**config.mk**
```make
export PLATFORM = sky130hd
export DESIGN_NAME = row_sync_arbiter
export DESIGN_NICKNAME = d
export VERILOG_FILES = /design/src/rtl/row_sync_pkg.sv /design/src/rtl/rr_picker.sv /design/src/rtl/row_sync_arbiter.sv
export SDC_FILE = /design/constraint.sdc
export NUM_CORES = 1
export LEC_CHECK = 0
export CORE_UTILIZATION = 40
export DETAILED_ROUTE_END_ITERATION = 12
export GPL_TIMING_DRIVEN = 0
export MAX_ROUTING_LAYER = met4
export PLACE_DENSITY = 0.65
export SYNTH_ARGS = -nofsm -noshare
export SYNTH_HDL_FRONTEND = slang
export SYNTH_SLANG_ARGS = --single-unit
```
**constraint.sdc**
```tcl
create_clock -name clk -period 7.1 [get_ports clk]
set_input_delay 1.42 -clock clk [delete_from_list [all_inputs] [get_ports clk]]
set_output_delay 1.42 -clock clk [all_outputs]
set_load 0.02 [all_outputs]
```
**src/rtl/row_sync_pkg.sv**
```systemverilog
// Shared types and default sizing for the row sync arbiter.
package row_sync_pkg;

    localparam int DefNumCores      = 4;
    localparam int DefTimeoutCycles = 1024;

    typedef enum logic [1:0] {
        StArb,
        StHold,
        StDrain,
        StEmptied
    } row_state_e;

endpackage

```
**src/rtl/rr_picker.sv**
```systemverilog
// Combinational round-robin selector: first live requester at or after ptr_i, wrapping.
module rr_picker #(
    parameter int NumCores = 4,
    parameter int PtrW     = 2
) (
    input  logic [NumCores-1:0] req_i,
    input  logic [PtrW-1:0]     ptr_i,
    output logic [NumCores-1:0] grant_o,
    output logic                valid_o
);

    int              sum;
    logic [PtrW-1:0] idx;

    always_comb begin
        grant_o = '0;
        valid_o = 1'b0;
        sum     = 0;
        idx     = '0;
        for (int i = 0; i < NumCores; i++) begin
            sum = int'(ptr_i) + i;
            if (sum >= NumCores) begin
                sum = sum - NumCores;
            end
            idx = PtrW'(sum);
            if (!valid_o && req_i[idx]) begin
                grant_o[idx] = 1'b1;
                valid_o      = 1'b1;
            end
        end
    end

endmodule

```
**src/rtl/row_sync_arbiter.sv**
```systemverilog
// Row-level URAM arbiter and "URAM emptied" barrier controller; all outputs registered.
// Define ROW_SYNC_TIMEOUT_EN to revoke grants held longer than TIMEOUT_CYCLES.
module row_sync_arbiter
    import row_sync_pkg::*;
#(
    parameter int NUM_CORES      = DefNumCores,
    parameter int TIMEOUT_CYCLES = DefTimeoutCycles
) (
    input  logic                 clk,
    input  logic                 reset,
    input  logic [NUM_CORES-1:0] i_core_req,
    input  logic [NUM_CORES-1:0] i_core_locked,
    output logic [NUM_CORES-1:0] o_core_grant,
    output logic                 o_uram_emptied,
    output logic                 o_drain_start,
    input  logic                 i_drain_done,
    output logic                 o_timeout_err
);

    localparam int PtrW = $clog2(NUM_CORES);

    row_state_e           state_q;
    logic [NUM_CORES-1:0] grant_q;
    logic                 emptied_q;
    logic                 drain_start_q;
    logic [PtrW-1:0]      ptr_q;

    logic [NUM_CORES-1:0] pick_grant;
    logic                 pick_valid;
    logic [PtrW-1:0]      win_idx;
    logic [PtrW-1:0]      next_ptr;
    logic                 all_locked;
    logic                 none_locked;
    logic                 holder_req;

    rr_picker #(
        .NumCores (NUM_CORES),
        .PtrW     (PtrW)
    ) u_rr_picker (
        .req_i   (i_core_req),
        .ptr_i   (ptr_q),
        .grant_o (pick_grant),
        .valid_o (pick_valid)
    );

    assign all_locked  = &i_core_locked;
    assign none_locked = ~|i_core_locked;
    assign holder_req  = |(i_core_req & grant_q);

    always_comb begin
        win_idx = '0;
        for (int i = 0; i < NUM_CORES; i++) begin
            if (pick_grant[i]) begin
                win_idx = PtrW'(i);
            end
        end
        next_ptr = (win_idx == PtrW'(NUM_CORES - 1)) ? '0 : win_idx + 1'b1;
    end

`ifdef ROW_SYNC_TIMEOUT_EN
    localparam int CntW = $clog2(TIMEOUT_CYCLES + 1);

    logic [CntW-1:0] hold_cnt_q;
    logic            timeout_err_q;
`endif

    always_ff @(posedge clk) begin
        if (reset) begin
            state_q       <= StArb;
            grant_q       <= '0;
            emptied_q     <= 1'b0;
            drain_start_q <= 1'b0;
            ptr_q         <= '0;
`ifdef ROW_SYNC_TIMEOUT_EN
            hold_cnt_q    <= '0;
            timeout_err_q <= 1'b0;
`endif
        end else begin
            drain_start_q <= 1'b0;
            unique case (state_q)
                StArb: begin
                    // Barrier wins over any pending request.
                    if (all_locked) begin
                        state_q       <= StDrain;
                        drain_start_q <= 1'b1;
                    end else if (pick_valid) begin
                        state_q <= StHold;
                        grant_q <= pick_grant;
                        ptr_q   <= next_ptr;
`ifdef ROW_SYNC_TIMEOUT_EN
                        hold_cnt_q <= '0;
`endif
                    end
                end
                StHold: begin
                    if (!holder_req) begin
                        state_q <= StArb;
                        grant_q <= '0;
`ifdef ROW_SYNC_TIMEOUT_EN
                    end else if (hold_cnt_q == CntW'(TIMEOUT_CYCLES)) begin
                        state_q       <= StArb;
                        grant_q       <= '0;
                        timeout_err_q <= 1'b1;
                    end else begin
                        hold_cnt_q <= hold_cnt_q + 1'b1;
`endif
                    end
                end
                StDrain: begin
                    if (i_drain_done) begin
                        state_q   <= StEmptied;
                        emptied_q <= 1'b1;
                    end
                end
                StEmptied: begin
                    if (none_locked) begin
                        state_q   <= StArb;
                        emptied_q <= 1'b0;
                    end
                end
            endcase
        end
    end

    assign o_core_grant   = grant_q;
    assign o_uram_emptied = emptied_q;
    assign o_drain_start  = drain_start_q;

`ifdef ROW_SYNC_TIMEOUT_EN
    assign o_timeout_err = timeout_err_q;
`else
    logic unused_timeout_cfg;
    assign unused_timeout_cfg = (TIMEOUT_CYCLES != 0);
    assign o_timeout_err      = 1'b0;
`endif

endmodule

```
==> impl_metrics.csv, run 1 <==
group,metric,value,unit
finish,multiInputGateArea,655.6,um^2
sta,final.setup.tns,0,ps
sta,worst_pin_slew,557.8,ps
finish,drive_gt1_share,15.83,%
min_path,hp-class,"flop to flop",
floorplan,die-height,49.26,um
detailed_routing,vias,810,
critical_path,crit_path_start_kind,"input port",
finish,nets,139,
critical_path,critPathRequiredTime,7220,ps
detailed_routing,dr.pass1.iters,4,
placed_design,numPortBuffers,15,
synthesis,syn_area_per_cell,8.758,um^2
placed_design,dp.cells,144,
synthesis,netlist_instances,102,
clock_tree,cts_hold_buffers,0,
grt,grt_max_degree,11,
sta,fmax,304.8,MHz
finish,syn_to_final_growth,23.11,%
synthesis,yosysSeqAreaShare,22.41,%
power_and_ir_drop,max-vdd-ir-drop,0.0002227,V
clock_tree,cts_tree,"built",
clock_tree,htreeDepth,1,
critical_path,cp_max_fo,7,
clock_tree,cts-root-buf,"clkbuf_4",
detailed_routing,wl_per_cell,13.15,um
synthesis,async_reset_ff_share,0,%
sta,setup_viol,0,
placed_design,place.gp.congestion,0.8266,
detailed_routing,first_iter_violations,19,
placed_design,dpl_cell_area,1077,um^2
critical_path,end_kind,"flop",
finish,layout.cells.non_filler,147,
floorplan,core,2022,um^2
clock_tree,clk_pin_slew,60,ps
critical_path,worstSetupPathType,"input port to flop",
detailed_routing,wl,1.933,mm
sta,drv_slew,0,
finish,ff_latch_area,200.2,um^2
clock_tree,cts_resized,0,
placed_design,dp_slack,3558,ps
sta,fin_skew,1.012,ps
synthesis,syn_area,893.4,um^2
synthesis,synth_fp_nets,119,
grt,grt_pass1_vias,729,
grt,grt_usage,17.56,%
flow_run,maxCapViolations,0,
detailed_routing,viasPerCell,5.510,
power_and_ir_drop,power_density,355.3,nW/um^2
grt,grt_pass1_wl,3.229,mm
floorplan,ios,18,
synthesis,ys.flop_type,"dfxtp_1",
power_and_ir_drop,leakage,0.0004222,uW
finish,design_area,1100,um^2
sta,fin_ws,3819,ps
synthesis,synth_edf_count,0,
detailed_routing,drc,0,
sta,rsz0062_at_grt,"false",
finish,num-fill-cells,195,
clock_tree,clock_path_buffers,2,
placed_design,hpwl,1.474,mm
finish,antenna_cells,0,
clock_tree,postCtsSetupBuffers,0,
critical_path,reg2reg_slack,4370,ps
synthesis,yosysWarnings,0,
status,status,"finished clean",
sta,fin_crit_sh,46.21,%
sta,hold_viol,0,
clock_tree,clock_latency,260,ps
grt,grt_overflow,0,
synthesis,ys_types,46,
critical_path,critPathArrivalTime,3400,ps
synthesis,ys_seq_elements,10,
sta,timing.final.crit_period,3281,ps
grt,antenna_found_initial,0,
floorplan,num_rows,16,
sta,slew_headroom,62.56,%
floorplan,die_x,49.26,um
clock_tree,numCtsBuffers,3,
detailed_routing,ant_nets,0,
floorplan,start_util,44.18,%
floorplan,dieArea,2427,um^2
clock_tree,clock-sinks,10,
## per-layer routing
layer	up-vias	GRT usage (%)	share of wire [%]
met5	-	-	0
met3	2	2.804	2.2
met1	372	22.43	50
met4	0	7.353	0.72
li1	426	-	-
met2	10	27.17	47
## layout make-up
type | count | area share, %
clock buffer | 3 | 2.048
inverter | 3 | 1.024
buffer | 4 | 2.389
tap | 27 | 3.072
sequential | 10 | 18.20
timing repair buffer | 15 | 13.65
multi-input combinational | 85 | 59.61
## cell usage in the layout, fill, tap and decap left out, types with 3 or more instances in the layout
| cell type | instances |
|---|---|
| a21oi_1 | 6 |
| a22o_1 | 4 |
| and3_2 | 3 |
| clkbuf_4 | 3 |
| clkdlybuf4s50_1 | 15 |
| dfxtp_1 | 10 |
| ha_1 | 6 |
| inv_1 | 3 |
| mux2i_1 | 3 |
| nand2_1 | 3 |
| nand2b_1 | 5 |
| nor2_1 | 11 |
## sequential cells by signal, summed over array words and instances (netlist names)
signal and cells:
o_core_grant 4, ptr_q 2, state_q 2, o_drain_start 1, o_uram_emptied 1
## cell usage after synthesis, types with 3 or more instances
library cell / count / area share [%]
nor2_1: 11 / 4.6
dfxtp_1: 10 / 22
a21oi_1: 6 / 3.4
ha_1: 6 / 8.4
nand2b_1: 5 / 3.5
a22o_1: 4 / 3.9
and3_2: 3 / 2.5
inv_1: 3 / 1.3
mux2i_1: 3 / 3.4
nand2_1: 3 / 1.3
## worst paths after layout
kind	from	endpoint	depth (start not counted)
setup reg to reg	ptr_q[1]	ptr_q[0]	8
setup / recovery	i_core_req[1]	ptr_q[0]	7
hold reg to reg	o_core_grant[0]	o_core_grant[0]	1
hold / removal	o_core_grant[0]	o_core_grant[0]	1
## power breakdown
group / internal [uW] / switching (uW) / leakage, uW
clock: 19.5 / 17.7 / 0.0000138
combinational: 123 / 142 / 0.000326
sequential: 71.5 / 16.4 / 0.0000820
total: 214 / 177 / 0.000422
## per-stage QoR
step,total power [uW],hold WS [ps],utilization [%]
detailed placement,353.0,500.9,53.28
global route,422.6,541.6,54.39
global placement,350.2,494.3,53.28
CTS,393.6,524.3,54.39
finish,390.7,514.3,54.39
floorplan,289.3,507.8,-
## logic make-up after synthesis
kind of cell / Yosys count / share of synthesized area [%]
simple gates: 38 / 24.65
compound gates: 32 / 28.85
flops: 10 / 22.41
mux: 8 / 11.07
buf+inv: 7 / 4.202
fa+ha+maj: 6 / 8.403
other cells: 1 / 0.4198
## worst max-delay path: stages
cell             delay, ps
clkdlybuf4s50_1        540
mux2_4                 350
mux2i_1                350
a2111oi_2              140
o2bb2ai_1              310
nor2b_1                210
o32ai_2                 90
Note: power is estimated with default switching activity, not from simulation.
==> inputs of run 2 (changes only) <==
Settings changed: PLACE_DENSITY 0.65 to 0.67.
Clock period 7.1 ns to 2.85 ns, I/O delays scaled along.
==> run 2 against run 1 <==
  * Worst hold slack gained 8.8 ps
  * Clock skew increased by 5.0 ps
  * Register-to-register slack worse by 4200 ps
  * Non-clock buffer count unchanged
  * Global-route usage is 1.1 points higher
  * Sequential power rose to 2.5 times the previous value
  * Largest power group unchanged
==> impl_metrics.csv, run 2 (same netlist as run 1, synthesis figures left out) <==
group,metric,value,unit
status,status,"finished clean",
finish,ff_latch_area,201.4,um^2
clock_tree,clock_path_buffers,2,
finish,nets,139,
grt,grt_pass1_vias,775,
detailed_routing,drc,0,
sta,rsz0062_at_grt,"false",
clock_tree,clock_latency,270,ps
flow_run,maxCapViolations,0,
detailed_routing,vias,852,
detailed_routing,wl,1.986,mm
floorplan,num_rows,16,
floorplan,die-height,49.26,um
sta,fin_crit_sh,92.47,%
critical_path,r2r_cells,9,
critical_path,critPathArrivalTime,2780,ps
sta,fmax,379.5,MHz
grt,antenna_found_initial,0,
floorplan,start_util,44.18,%
finish,largest_reg_flops,4,
clock_tree,cts_tree,"built",
power_and_ir_drop,p_seq_share,21.6,%
finish,drive_gt1_share,18.18,%
clock_tree,cts-root-buf,"clkbuf_4",
critical_path,end_kind,"flop",
power_and_ir_drop,power.share.clock,12.8,%
clock_tree,clock-sinks,10,
critical_path,timing.rr.end,"ptr_q[0]",
sta,drv_slew,0,
finish,syn_to_final_growth,25.21,%
sta,timing.final.crit_period,2635,ps
grt,grt_pass1_wl,3.450,mm
power_and_ir_drop,leakage,0.0004307,uW
power_and_ir_drop,p_switching,453.9,uW
critical_path,worstSetupPathType,"flop to flop",
sta,hold_viol,0,
critical_path,crit_end,"ptr_q[0]",
detailed_routing,viasPerCell,5.757,
floorplan,die_x,49.26,um
power_and_ir_drop,combPwrFrac,65.5,%
finish,multiInputGateArea,659.4,um^2
detailed_routing,ant_nets,0,
clock_tree,postCtsSetupBuffers,0,
clock_tree,htreeDepth,1,
grt,grt_overflow,0,
clock_tree,clk_pin_slew,70,ps
detailed_routing,dr.pass1.iters,4,
placed_design,place.gp.congestion,0.7881,
power_and_ir_drop,power_density,915.8,nW/um^2
floorplan,core,2022,um^2
power_and_ir_drop,swShare,44.31,%
grt,grt_max_degree,11,
sta,setup_viol,0,
floorplan,ios,18,
finish,layout_common_cells,"clkdlybuf4s50_1 (15), nor2_1 (11), dfxtp_1 (9)",
power_and_ir_drop,p_total,1024,uW
sta,fin_skew,6.026,ps
power_and_ir_drop,p_int,570.4,uW
grt,grt_usage,18.65,%
placed_design,numPortBuffers,15,
finish,final_common_cell,"clkdlybuf4s50_1",
critical_path,critPathRequiredTime,2990,ps
finish,antenna_cells,0,
critical_path,crit_path_start_kind,"flop",
power_and_ir_drop,max-vdd-ir-drop,0.0006144,V
sta,slew_headroom,62.24,%
critical_path,cp_max_fo,9,
min_path,hp-class,"flop to flop",
sta,final.setup.tns,0,ps
clock_tree,numCtsBuffers,3,
placed_design,hpwl,1.456,mm
critical_path,startpoint,"ptr_q[0]",
clock_tree,cts_hold_buffers,0,
detailed_routing,first_iter_violations,12,
sta,worst_pin_slew,562.5,ps
finish,num-fill-cells,203,
detailed_routing,wl_per_cell,13.42,um
critical_path,reg2reg_slack,210,ps
critical_path,r2r_start,"ptr_q[0]",
floorplan,dieArea,2427,um^2
-- run 2: cell count changes in the layout (fill, tap and decap cells not counted) --
cell | before | now
clkbuf_8 | 0 | 1
mux2i_1 | 3 | 2
dfxtp_1 | 10 | 9
mux2i_2 | 2 | 3
dfxtp_2 | 0 | 1
-- run 2: repair_timing --
action,4_1_cts,5_1_grt
setup endpoints to repair,0,2
resized for setup,0,2
hold endpoints to repair,0,0
-- run 2: how the worst min path moves through the flow --
stage,depth (start not counted),slack [ps],to,start
global placement,2,500,o_uram_emptied,o_uram_emptied
floorplan,1,510,o_drain_start,state_q[1]
global route,1,560,o_core_grant[1],o_core_grant[1]
finish,2,520,o_uram_emptied,o_uram_emptied
detailed placement,1,500,o_core_grant[2],o_core_grant[2]
CTS,1,530,o_core_grant[1],o_core_grant[1]
-- run 2: power groups by stage --
stage	combinational, uW	sequential [uW]	clock [uW]
finish	671	222	132
global route	740	232	139
CTS	664	221	133
detailed placement	657	222	0
global placement	649	221	0
floorplan	482	239	0
-- run 2: routing by layer --
| metal | share of wire, % | track usage (%) | vias to the layer above |
|---|---|---|---|
| met3 | 4.8 | 2.804 | 5 |
| li1 | - | - | 429 |
| met5 | 0 | - | - |
| met4 | 1.7 | 5.882 | 0 |
| met2 | 47 | 29.45 | 23 |
| met1 | 47 | 24.20 | 395 |
-- run 2: cell type report --
type / instances / area share, %
Tap cell: 27 / 3.020
Inverter: 3 / 1.007
Timing Repair Buffer: 15 / 13.42
Buffer: 4 / 2.349
Clock buffer: 4 / 3.244
Multi-Input combinational cell: 85 / 58.95
Sequential cell: 10 / 18.01
-- run 2: per-stage QoR --
stage | instance area (um^2) | utilization, % | setup WS (ps) | hold slack (ps) | instances
finish | 1119 | 55.32 | 214.7 | 523.1 | 148
global route | 1119 | 55.32 | 17.84 | 556.3 | 148
CTS | 1114 | 55.07 | 119.7 | 526.6 | 148
detailed placement | 1077 | 53.28 | 144.1 | 502.7 | 144
global placement | 1077 | 53.28 | 160.4 | 498.1 | 144
floorplan | 893.4 | - | 501.5 | 507.8 | 102
-- run 2: worst max-delay path, cell delays in order, from the launching register on --
cell       delay [ps]
dfxtp_1           400
buf_6             170
inv_1             120
ha_1              430
mux2_4            350
and3_1            180
a2111oi_0         380
o2bb2ai_1         200
nor2b_1           170
o32ai_2            90
